**src/rtl/flot_div_sched.sv**
```systemverilog
// rtl/flot_div_sched.sv - round-robin scheduler sharing one pipelined float divider
// Tags each issued op with its requester, tracks tags alongside the divider, steers results back.
module flot_div_sched #(
   parameter int WIDTH   = 32,
   parameter int N_REQ   = 4,
   parameter int TAG_W   = 2,
   parameter int DIV_LAT = 8
) (
   input  logic                   CLK,
   input  logic                   RST,
   input  logic [N_REQ-1:0]       req_valid,
   input  logic [N_REQ*WIDTH-1:0] req_op1,
   input  logic [N_REQ*WIDTH-1:0] req_op2,
   input  logic [N_REQ-1:0]       req_exce,
   output logic [N_REQ-1:0]       req_ready,
   output logic                   div_nRST,
   output logic                   div_CE,
   output logic [WIDTH-1:0]       div_OP1,
   output logic [WIDTH-1:0]       div_OP2,
   output logic                   div_exce_in,
   input  logic [WIDTH-1:0]       div_result,
   input  logic                   div_exce_out,
   output logic [N_REQ-1:0]       rsp_valid,
   input  logic [N_REQ-1:0]       rsp_ready,
   output logic [WIDTH-1:0]       rsp_result,
   output logic                   rsp_exce,
   output logic [3:0]             in_flight
);
   localparam logic [TAG_W:0]   NREQ_W = (TAG_W+1)'(N_REQ);
   localparam logic [N_REQ-1:0] ONE    = N_REQ'(1);

   logic [DIV_LAT-1:0] pipe_v;
   logic [TAG_W-1:0]   pipe_tag [DIV_LAT];
   logic [TAG_W-1:0]   ptr;
   logic               tail_v;
   logic [TAG_W-1:0]   tail_tag;
   logic               stall;
   logic               issue;
   logic               retire;
   logic               grant_found;
   logic [TAG_W-1:0]   grant_idx;

   assign tail_v   = pipe_v[DIV_LAT-1];
   assign tail_tag = pipe_tag[DIV_LAT-1];
   assign stall    = tail_v & ~rsp_ready[tail_tag];
   assign div_CE   = ~stall;
   assign retire   = tail_v & div_CE;
   assign div_nRST = ~RST;

   assign rsp_valid  = tail_v ? (ONE << tail_tag) : '0;
   assign rsp_result = div_result;
   assign rsp_exce   = div_exce_out;

   // Scan from ptr upward with wrap; first pending requester wins
   always_comb begin
      logic [TAG_W:0] scan;
      grant_found = 1'b0;
      grant_idx   = '0;
      scan        = '0;
      for (int k = 0; k < N_REQ; k++) begin
         scan = {1'b0, ptr} + (TAG_W+1)'(k);
         if (scan >= NREQ_W) scan = scan - NREQ_W;
         if (!grant_found && req_valid[scan[TAG_W-1:0]]) begin
            grant_found = 1'b1;
            grant_idx   = scan[TAG_W-1:0];
         end
      end
   end

   assign issue     = grant_found & div_CE;
   assign req_ready = issue ? (ONE << grant_idx) : '0;

   always_comb begin
      div_OP1     = '0;
      div_OP2     = '0;
      div_exce_in = 1'b0;
      if (issue) begin
         div_OP1     = req_op1[int'(grant_idx)*WIDTH +: WIDTH];
         div_OP2     = req_op2[int'(grant_idx)*WIDTH +: WIDTH];
         div_exce_in = req_exce[grant_idx];
      end
   end

   // Tag pipe advances in lockstep with the divider's CE
   always_ff @(posedge CLK or posedge RST) begin
      if (RST) begin
         pipe_v    <= '0;
         ptr       <= '0;
         in_flight <= '0;
         for (int s = 0; s < DIV_LAT; s++) pipe_tag[s] <= '0;
      end else begin
         if (div_CE) begin
            pipe_v      <= {pipe_v[DIV_LAT-2:0], issue};
            pipe_tag[0] <= grant_idx;
            for (int s = 1; s < DIV_LAT; s++) pipe_tag[s] <= pipe_tag[s-1];
         end
         if (issue)
            ptr <= (grant_idx == TAG_W'(N_REQ-1)) ? '0 : grant_idx + TAG_W'(1);
         case ({issue, retire})
            2'b10:   in_flight <= in_flight + 4'd1;
            2'b01:   in_flight <= in_flight - 4'd1;
            default: in_flight <= in_flight;
         endcase
      end
   end
endmodule

```
**config.mk**
```make
export PLATFORM = sky130hd
export DESIGN_NAME = flot_div_sched
export DESIGN_NICKNAME = d
export VERILOG_FILES = /design/src/rtl/flot_div_sched.sv
export SDC_FILE = /design/constraint.sdc
export NUM_CORES = 1
export LEC_CHECK = 0
export ABC_CLOCK_PERIOD_IN_PS = 2700
export CORE_AREA = 10 10 155 157
export CTS_BUF_LIST = sky130_fd_sc_hd__clkbuf_2
export CTS_CLUSTER_DIAMETER = 200
export DETAILED_ROUTE_END_ITERATION = 7
export DIE_AREA = 0 0 165 167
export GPL_TIMING_DRIVEN = 1
export SLEW_MARGIN = 20
export SYNTH_ARGS = -nofsm -noshare
export SYNTH_HDL_FRONTEND = slang
export SYNTH_SLANG_ARGS = --single-unit
```
**constraint.sdc**
```tcl
create_clock -name CLK -period 2.7 [get_ports CLK]
set_input_delay 0.54 -clock CLK [delete_from_list [all_inputs] [get_ports CLK]]
set_output_delay 0.54 -clock CLK [all_outputs]
set_load 0.02 [all_outputs]
```
### Word-level counts from Yosys, hierarchy flattened

Index checks and enable logic that the tools add are counted.

* output and inout bits: 112
* logic and storage cells: 82
* input port bits: 303
* register bits after elaboration: 30

* reductions and logical operators: 7
* shift operators: 4
* $lt $le $gt $ge: 10
* muxes and demuxes: 31
* add/sub/neg operators: 10
* equality and inequality tests: 3
* bitwise gates (word level): 6

Operators with widths (number)
* $shiftx A128 B8 Y32: 2
* $mux W32: 2
* $lt A2 B3 Y1 const B: 6
* $mux W2: 9
* $bmux W1 S2: 6
* $mux W1: 11
* $ge A3 B3 Y1 const B: 3
* $mux W4: 2
* $pmux W4 S2: 1
* $shl A1 B2 Y4 const A: 2
* $sub A2 B1 Y2 const B: 4
* $add A2 B2 Y3 const B: 2
* $add A4 B1 Y4 const B: 1
* $eq A2 B2 Y1 const B: 2
* $sub A4 B1 Y4 const B: 1
* $add A2 B1 Y3 const B: 1
* $and A1 B1 Y1: 3
* $ge A2 B3 Y1 const B: 1
* $logic_and A1 B1 Y1: 3
* $logic_not A1 Y1: 3
* $not A1 Y1: 3
* $add A2 B1 Y2 const B: 1
* $eq A2 B1 Y1 const B: 1
* $reduce_bool A2 Y1: 1

### Logic depth before layout (Yosys ltp)

Gate-level depths: netlist of run 1.

* word-level depth: 17
* depth in mapped cells: 11
* depth with buffers taken out: 11

### Least setup slack after synthesis of run 1

OpenSTA, ideal clock, no wires.

* kind: input -> register
* from: input rsp_ready[2]
* to: register in_flight[3]
* library setup time: 0.130 ns
* setup slack: 0.219 ns
* cell stages on the path: 11
* data required time: 2.570 ns
* buffers on the path: 0
* data arrival time: 2.351 ns
* cells stage by stage: mux2_4 o22ai_4 nor2_8 inv_1 ha_1 ha_1 a21o_1 a21oi_1 xnor2_1 nor2_1 xor2_1

* word-level cells in the longest chain between the ends: 8

RTL lines
* start, declared: RTL line 24 `input logic [N_REQ-1:0] rsp_ready,`
* $bmux W1 S2 (*): RTL line 45 `assign stall = tail_v & ~rsp_ready[tail_tag];`
* $mux W1 (implied by the code) (*): RTL line 45
* $not A1 Y1 (*): RTL line 45
* $and A1 B1 Y1 (*): RTL line 45
* $not A1 Y1 (*): RTL line 46 `assign div_CE = ~stall;`
* $and A1 B1 Y1 (on tied branches): RTL line 47, 70
* $eq A2 B1 Y1 / $eq A2 B2 Y1 (equally long branches): RTL line 99 `case ({issue, retire})`
* $pmux W4 S2 / $reduce_bool A2 Y1 (equally long branches)
* end signal, assigned: RTL line 100 `2'b10: in_flight <= in_flight + 4'd1;`
* end signal, assigned: RTL line 101 `2'b01: in_flight <= in_flight - 4'd1;`
* end signal, assigned: RTL line 102 `default: in_flight <= in_flight;`
* end, declared: RTL line 27 `output logic [3:0] in_flight`

Mark *: on every way between the ends. The rest lies on a longest branch, timed or not. The select of a mux whose other input is x is not followed.
A chain may end at the register's enable or synchronous reset.

### Worst setup path after layout of run 1

* from: register ptr[0]
* to: output div_exce_in

* word-level cells in the longest chain between the ends: 17

RTL lines
* start, declared: RTL line 34 `logic [TAG_W-1:0] ptr;`
* start signal, assigned: RTL line 98 `ptr <= (grant_idx == TAG_W'(N_REQ-1)) ? '0 : grant_idx + TAG_W'(1);`
* branches (longest 16 deep; another with $add A2 B1 Y3)
* $mux W1 (*): RTL line 77 `if (issue) begin`
* end, declared: RTL line 20 `output logic div_exce_in,`

Every way passes the cells marked *. The select of a mux whose other input is x is not followed.

==> results of run 1 <==
worst max path at each step:
stage / startpoint / end / slack, ns / cells past startpoint
finish: ptr[0] / div_exce_in / -0.24 / 9
floorplan: rsp_ready[2] / in_flight[3] / 0.22 / 11
CTS: ptr[0] / div_OP2[9] / -0.24 / 10
global placement: req_valid[0] / div_OP1[30] / -0.80 / 10
detailed placement: req_valid[2] / div_OP1[22] / -0.82 / 9
global route: ptr[0] / div_exce_in / -0.33 / 9
routing by layer:
| layer | vias to the layer above | GRT usage |
|---|---|---|
| met1 | 2284 | 0.174 |
| li1 | 2306 | - |
| met3 | 22 | 0.0441 |
| met2 | 210 | 0.291 |
| met5 | - | 0 |
| met4 | 0 | 0.0119 |
where the power goes:
part           internal (mW)  switching (mW)  total, mW  leakage, nW
registers              0.665           0.133      0.799        0.365
logic                   5.37            4.25       9.62         3.77
clock network          0.149           0.155      0.304       0.0365
sequential cells by signal, indices dropped and copies added (netlist names):
name and cells:
pipe_tag 14, pipe_v 8, in_flight 4, ptr 2, tail_tag 2
Yosys cell counts, types with 4 or more instances:
library cell	number	area (µm²)
buf_6	9	101
ha_1	7	87.6
nand2_1	62	233
buf_2	11	55.1
inv_1	8	30.0
mux2i_1	132	1320
buf_4	34	255
buf_8	10	150
nor2_1	7	26.3
and2_1	4	25.0
dfrtp_1	30	751
o22ai_2	51	638
o22ai_1	16	100
cells by family after synthesis:
logic type	share of synthesized area
xor+xnor	0.00862
buf+inv	0.150
simple gates	0.0917
compound gates	0.203
mux	0.335
fa+ha+maj	0.0265
flops	0.185
metrics by stage:
| stage | setup WS, ns | cell area, µm² | utilization |
|---|---|---|---|
| 3_5_place_dp | -0.823 | 7860 | 0.377 |
| 2_1_floorplan | 0.219 | 4060 | - |
| 6_report | -0.237 | 9850 | 0.473 |
| 5_1_grt | -0.335 | 9850 | 0.473 |
| 3_3_place_gp | -0.804 | 7860 | 0.377 |
| 4_1_cts | -0.236 | 9120 | 0.438 |
timing repair:
action / CTS / global route
pin swaps: 25 / 33
endpoints found under the setup margin: 70 / 70
resized for setup: 478 / 140
setup buffers: 61 / 13
cloned: 8 / 2
worst max-delay path: cells and delay by family (launching register included):
family / cells / cell delay (ns)
buf+inv: 5 / 0.67
flops: 1 / 0.45
compound gates: 3 / 0.64
mux: 1 / 0.26
cell type report:
type | instances | area (µm²)
clock buffers | 5 | 25.0
clock inverters | 2 | 33.8
fillers | 1860 | 11000
inverters | 11 | 48.8
multi-input cells | 309 | 3460
flip-flops and latches | 30 | 751
well taps | 275 | 344
repair buffers | 472 | 5180
==> impl_metrics.env, run 1 <==
export IMPL_layout_nets=1140
export IMPL_ys_seq_area_frac=0.185
export IMPL_drcViolationCount=0
export IMPL_avgSynthCellArea_um2=9.77
export IMPL_numCtsBuffers=5
export IMPL_skew_ns=0.0211
export IMPL_status="complete, but fails checks"
export IMPL_yosysUniqueCellTypes=34
export IMPL_syn_inst=416
export IMPL_grt_max_degree=31
export IMPL_irDropWorstVdd_mv=0.647
export IMPL_setup_viol=62
export IMPL_layout_cells_non_filler=1104
export IMPL_hold_path_startpoint="pipe_tag[12]"
export IMPL_first_pass_iters=4
export IMPL_violations="setup timing"
export IMPL_wl_met1_mm=8.99
export IMPL_cpMaxStageDelayCell="dfrtp_1"
export IMPL_synth_edf_count=0
export IMPL_highest_layer="met4"
export IMPL_cp_cell_sequence="o221a_1 -> o22ai_4 -> buf_12 -> buf_12 -> buf_12 -> buf_16 -> mux2i_1 -> o22ai_2 -> buf_6"
export IMPL_via_count=4822
export IMPL_grt_pass1_vias=4972
export IMPL_timing_setup_tns_ns=-7.18
export IMPL_async_reset_ff_frac=1.00
export IMPL_max_stage_delay_ns=0.45
export IMPL_antenna_found_initial=0
export IMPL_min_path_cells=2
export IMPL_path_class="flop to output port"
export IMPL_hold_viol=0
export IMPL_critPathLaunchType="flop"
export IMPL_ctsHoldBuffers=0
export IMPL_hold_end="pipe_tag[10]"
export IMPL_die_y_um=167
export IMPL_die_w_um=165
export IMPL_worstRegToRegCells=13
export IMPL_ff2ff_setup_slack_ns=0.13
export IMPL_gp_congestion=0.890
export IMPL_wl_per_cell_um=22.4
export IMPL_routed_via_density=4.37
export IMPL_floorplan_initialDensity=0.195
export IMPL_drive_above_1_share=0.431
export IMPL_portBuffers=348
export IMPL_finalPower_mw=10.7
export IMPL_dieArea_um2=27600
export IMPL_grt_usage=0.155
export IMPL_synth_seq_cells=30
export IMPL_rsz0062_at_grt="true"
export IMPL_r2r_start="tail_tag[0]"
export IMPL_critPathMaxFanout=5
export IMPL_gr_total_overflow=0
export IMPL_clockBufferDepth=2
export IMPL_syn_to_final_growth_pct=142
export IMPL_wl_met3_mm=2.20
export IMPL_drt_iter0_drc=255
export IMPL_maxSlewHeadroom=0.746
export IMPL_yosys_warnings=0
export IMPL_drv_cap=0
export IMPL_grt_pass1_wl_mm=33.2
export IMPL_met2_length_mm=13.2
export IMPL_fin_hold_ws_ns=0.462
export IMPL_r2r_end="in_flight[3]"
export IMPL_ant_nets=0
export IMPL_num_rows=53
export IMPL_worstPathRequired_ns=2.16
export IMPL_core_um2=20800
export IMPL_hp_class="flop to flop"
export IMPL_totalWireLength_mm=24.7
export IMPL_cts_tree="done"
export IMPL_final_common_cell="clkdlybuf4s50_1"
export IMPL_h_tree_depth=2
export IMPL_dp_cells=1021
export IMPL_final_cell_mix="clkdlybuf4s50_1, buf_6, nand2_1, mux2i_1, o22ai_2"
export IMPL_setup_ws_ns=-0.237
export IMPL_ys_flop_type="dfrtp_1"
export IMPL_netlist_area_um2=4060
export IMPL_cts_root_buf="clkbuf_2"
export IMPL_post_route_period_util=1.09
export IMPL_clkSinkCount=30
export IMPL_synth_net_count=727
export IMPL_power_density_nw_per_um2=1090
export IMPL_io_pin_count=415
export IMPL_path_clk_slew_ns=0.17
export IMPL_tightestPinTransition_ns=0.380
export IMPL_min_period_ns=2.94
export IMPL_clk_latency_ns=0.37
export IMPL_crit_top_cell="buf_12"
export IMPL_slew_violations=0
export IMPL_critPathCaptureType="output port"
export IMPL_hpwl_mm=18.4
export IMPL_max_clock_freq_ghz=0.340
export IMPL_worstPathArrival_ns=2.40
export IMPL_p_leak_nw=4.17
export IMPL_antenna_cells=0
(Power assumes the default switching activity.)
==> run 2: changes to the inputs <==
--- a/config.mk
+++ b/config.mk
@@ -5,12 +5,13 @@
 export SDC_FILE = /design/constraint.sdc
 export NUM_CORES = 1
 export LEC_CHECK = 0
-export ABC_CLOCK_PERIOD_IN_PS = 2700
-export CORE_AREA = 10 10 155 157
+export ABC_CLOCK_PERIOD_IN_PS = 2400
+export CORE_AREA = 10 10 154 156
 export CTS_BUF_LIST = sky130_fd_sc_hd__clkbuf_2
 export CTS_CLUSTER_DIAMETER = 200
 export DETAILED_ROUTE_END_ITERATION = 7
-export DIE_AREA = 0 0 165 167
+export DIE_AREA = 0 0 164 166
+export GPL_ROUTABILITY_DRIVEN = 0
 export GPL_TIMING_DRIVEN = 1
 export SLEW_MARGIN = 20
 export SYNTH_ARGS = -nofsm -noshare
==> constraint.sdc (replaced) <==
create_clock -name CLK -period 2.4 [get_ports CLK]
set_input_delay 0.48 -clock CLK [delete_from_list [all_inputs] [get_ports CLK]]
set_output_delay 0.48 -clock CLK [all_outputs]
set_load 0.02 [all_outputs]
==> impl_metrics.env, run 2 (synthesis gave the netlist of run 1 again) <==
export IMPL_drt_iter0_drc=210
export IMPL_clkSinkCount=30
export IMPL_floorplan_initialDensity=0.196
export IMPL_path_clk_slew_ns=0.16
export IMPL_layout_cells_non_filler=1112
export IMPL_layout_nets=1147
export IMPL_max_clock_freq_ghz=0.354
export IMPL_clockBufferDepth=2
export IMPL_path_class="flop to output port"
export IMPL_critPathLaunchType="flop"
export IMPL_grt_usage=0.166
export IMPL_num_fill_cells=1830
export IMPL_worstPathArrival_ns=2.34
export IMPL_final_common_cell="clkdlybuf4s50_1"
export IMPL_dieArea_um2=27200
export IMPL_finalPower_mw=12.4
export IMPL_p_comb_frac=0.899
export IMPL_p_int_mw=7.13
export IMPL_hp_class="flop to flop"
export IMPL_grt_pass1_wl_mm=34.8
export IMPL_setup_viol=71
export IMPL_die_w_um=164
export IMPL_antenna_found_initial=1
export IMPL_hpwl_mm=17.8
export IMPL_critPathMaxFanout=8
export IMPL_status="complete, but fails checks"
export IMPL_die_y_um=166
export IMPL_grt_max_degree=31
export IMPL_post_route_period_util=1.18
export IMPL_pwr_share_clk=0.028
export IMPL_rsz0062_at_grt="true"
export IMPL_final_cell_mix="clkdlybuf4s50_1, buf_6, mux2i_1"
export IMPL_routed_via_density=4.33
export IMPL_ant_nets=0
export IMPL_h_tree_depth=2
export IMPL_gr_total_overflow=0
export IMPL_wl_per_cell_um=22.5
export IMPL_cts_root_buf="clkbuf_2"
export IMPL_tightestPinTransition_ns=0.390
export IMPL_clk_latency_ns=0.36
export IMPL_largest_reg_flops=14
export IMPL_dp_cells=1027
export IMPL_grt_pass1_vias=5144
export IMPL_pwr_share_seq=0.074
export IMPL_cts_tree="done"
export IMPL_regArea_um2=752
export IMPL_final_util=0.482
export IMPL_io_pin_count=415
export IMPL_power_density_nw_per_um2=1240
export IMPL_multiInputGateArea_um2=3470
export IMPL_p_leak_nw=4.24
export IMPL_ctsHoldBuffers=0
export IMPL_first_pass_iters=4
export IMPL_p_sw_mw=5.22
export IMPL_sw_frac_of_total=0.423
export IMPL_biggestRegsByFlops="pipe_tag: 14 flops, pipe_v: 8 flops, in_flight: 4 flops"
export IMPL_hold_viol=0
export IMPL_critPathCaptureType="output port"
export IMPL_min_period_ns=2.82
export IMPL_violations="setup timing"
export IMPL_numCtsBuffers=5
export IMPL_largest_register="pipe_tag"
export IMPL_worstPathRequired_ns=1.92
export IMPL_slew_violations=0
export IMPL_drcViolationCount=0
export IMPL_drv_cap=0
export IMPL_via_count=4820
export IMPL_irDropWorstVdd_mv=0.708
export IMPL_totalWireLength_mm=25.0
export IMPL_num_rows=53
export IMPL_syn_to_final_growth_pct=145
export IMPL_maxSlewHeadroom=0.740
export IMPL_setup_ws_ns=-0.422
export IMPL_drive_above_1_share=0.435
export IMPL_portBuffers=348
export IMPL_skew_ns=0.0142
export IMPL_core_um2=20700
==> run 2: cell count changes in the layout (fill, tap and decap cells not counted), moves of 2 or more <==
cell             before  now
buf_12               29   27
buf_2                 0    2
buf_4                52   59
buf_6                93   87
buf_8                11   15
clkdlybuf4s50_1     270  272
dlygate4sd2_1         6    2
dlymetal6s2s_1        0    2
ha_1                  3    0
ha_4                  4    7
inv_1                 8    6
inv_6                 0    2
o22ai_1               6   10
o22ai_2              53   48
==> run 2: worst paths after layout <==
| kind | endpoint | cells past startpoint | slack (ns) | from |
|---|---|---|---|---|
| min in group asynchronous | tail_tag[0] | 3 | 0.50 | RST |
| worst max-delay path | div_OP2[16] | 9 | -0.42 | ptr[0] |
| worst min-delay path | in_flight[3] | 1 | 0.47 | in_flight[3] |
| worst min register to register | in_flight[3] | 1 | 0.47 | in_flight[3] |
| max in group asynchronous | pipe_tag[10] | 3 | 1.60 | RST |
| worst max register to register | in_flight[3] | 13 | -0.06 | tail_tag[0] |
==> run 2: layer usage <==
metal	global-route usage	share of wire
met1	0.199	0.40
met3	0.0404	0.073
met4	0.0257	0.013
met5	0	0
met2	0.296	0.51
==> run 2: final cells by class <==
type                    count  share of cell area
repair buffers            479               0.530
multi-input cells         309               0.348
flip-flops and latches     30              0.0754
well taps                 275              0.0345
inverters                  11             0.00540
clock inverters             2             0.00339
clock buffers               5             0.00251
diodes                      1            0.000251
==> run 2: stage by stage <==
| step | setup TNS [ns] | worst slack (ns) | area, µm² | hold WS (ns) |
|---|---|---|---|---|
| 5_1_grt | -30.04 | -0.525 | 9970 | 0.517 |
| 3_3_place_gp | -62.06 | -0.956 | 7820 | 0.447 |
| 3_5_place_dp | -64.34 | -0.988 | 7820 | 0.451 |
| 2_1_floorplan | 0 | 0.00339 | 4060 | 0.438 |
| 4_1_cts | -26.69 | -0.465 | 9300 | 0.487 |
| 6_report | -22.45 | -0.422 | 9970 | 0.475 |
==> run 2: power groups by stage <==
stage / logic [mW] / registers, mW / clock network (mW)
final: 11.1 / 0.909 / 0.342
after floorplan: 4.54 / 0.921 / 0
after global routing: 11.7 / 0.941 / 0.375
after detailed placement: 7.43 / 0.911 / 0
after CTS: 10.2 / 0.910 / 0.353
after global placement: 7.43 / 0.907 / 0
==> run 2: critical path, stage by stage (launching register included) <==
cell and delay [ns]:
dfrtp_1 0.45, o221a_1 0.29, o22ai_4 0.17, buf_6 0.16, buf_12 0.16, buf_12 0.15, buf_6 0.11, mux2i_2 0.24
o22ai_2 0.11, buf_6 0.14
==> run 2: repair_timing <==
action                                  CTS  global route
setup buffers                            58            20
cloned                                   13             3
pin swaps                                26            49
endpoints found under the hold margin     0             0
resized for setup                       468           159
endpoints found under the setup margin   73            75
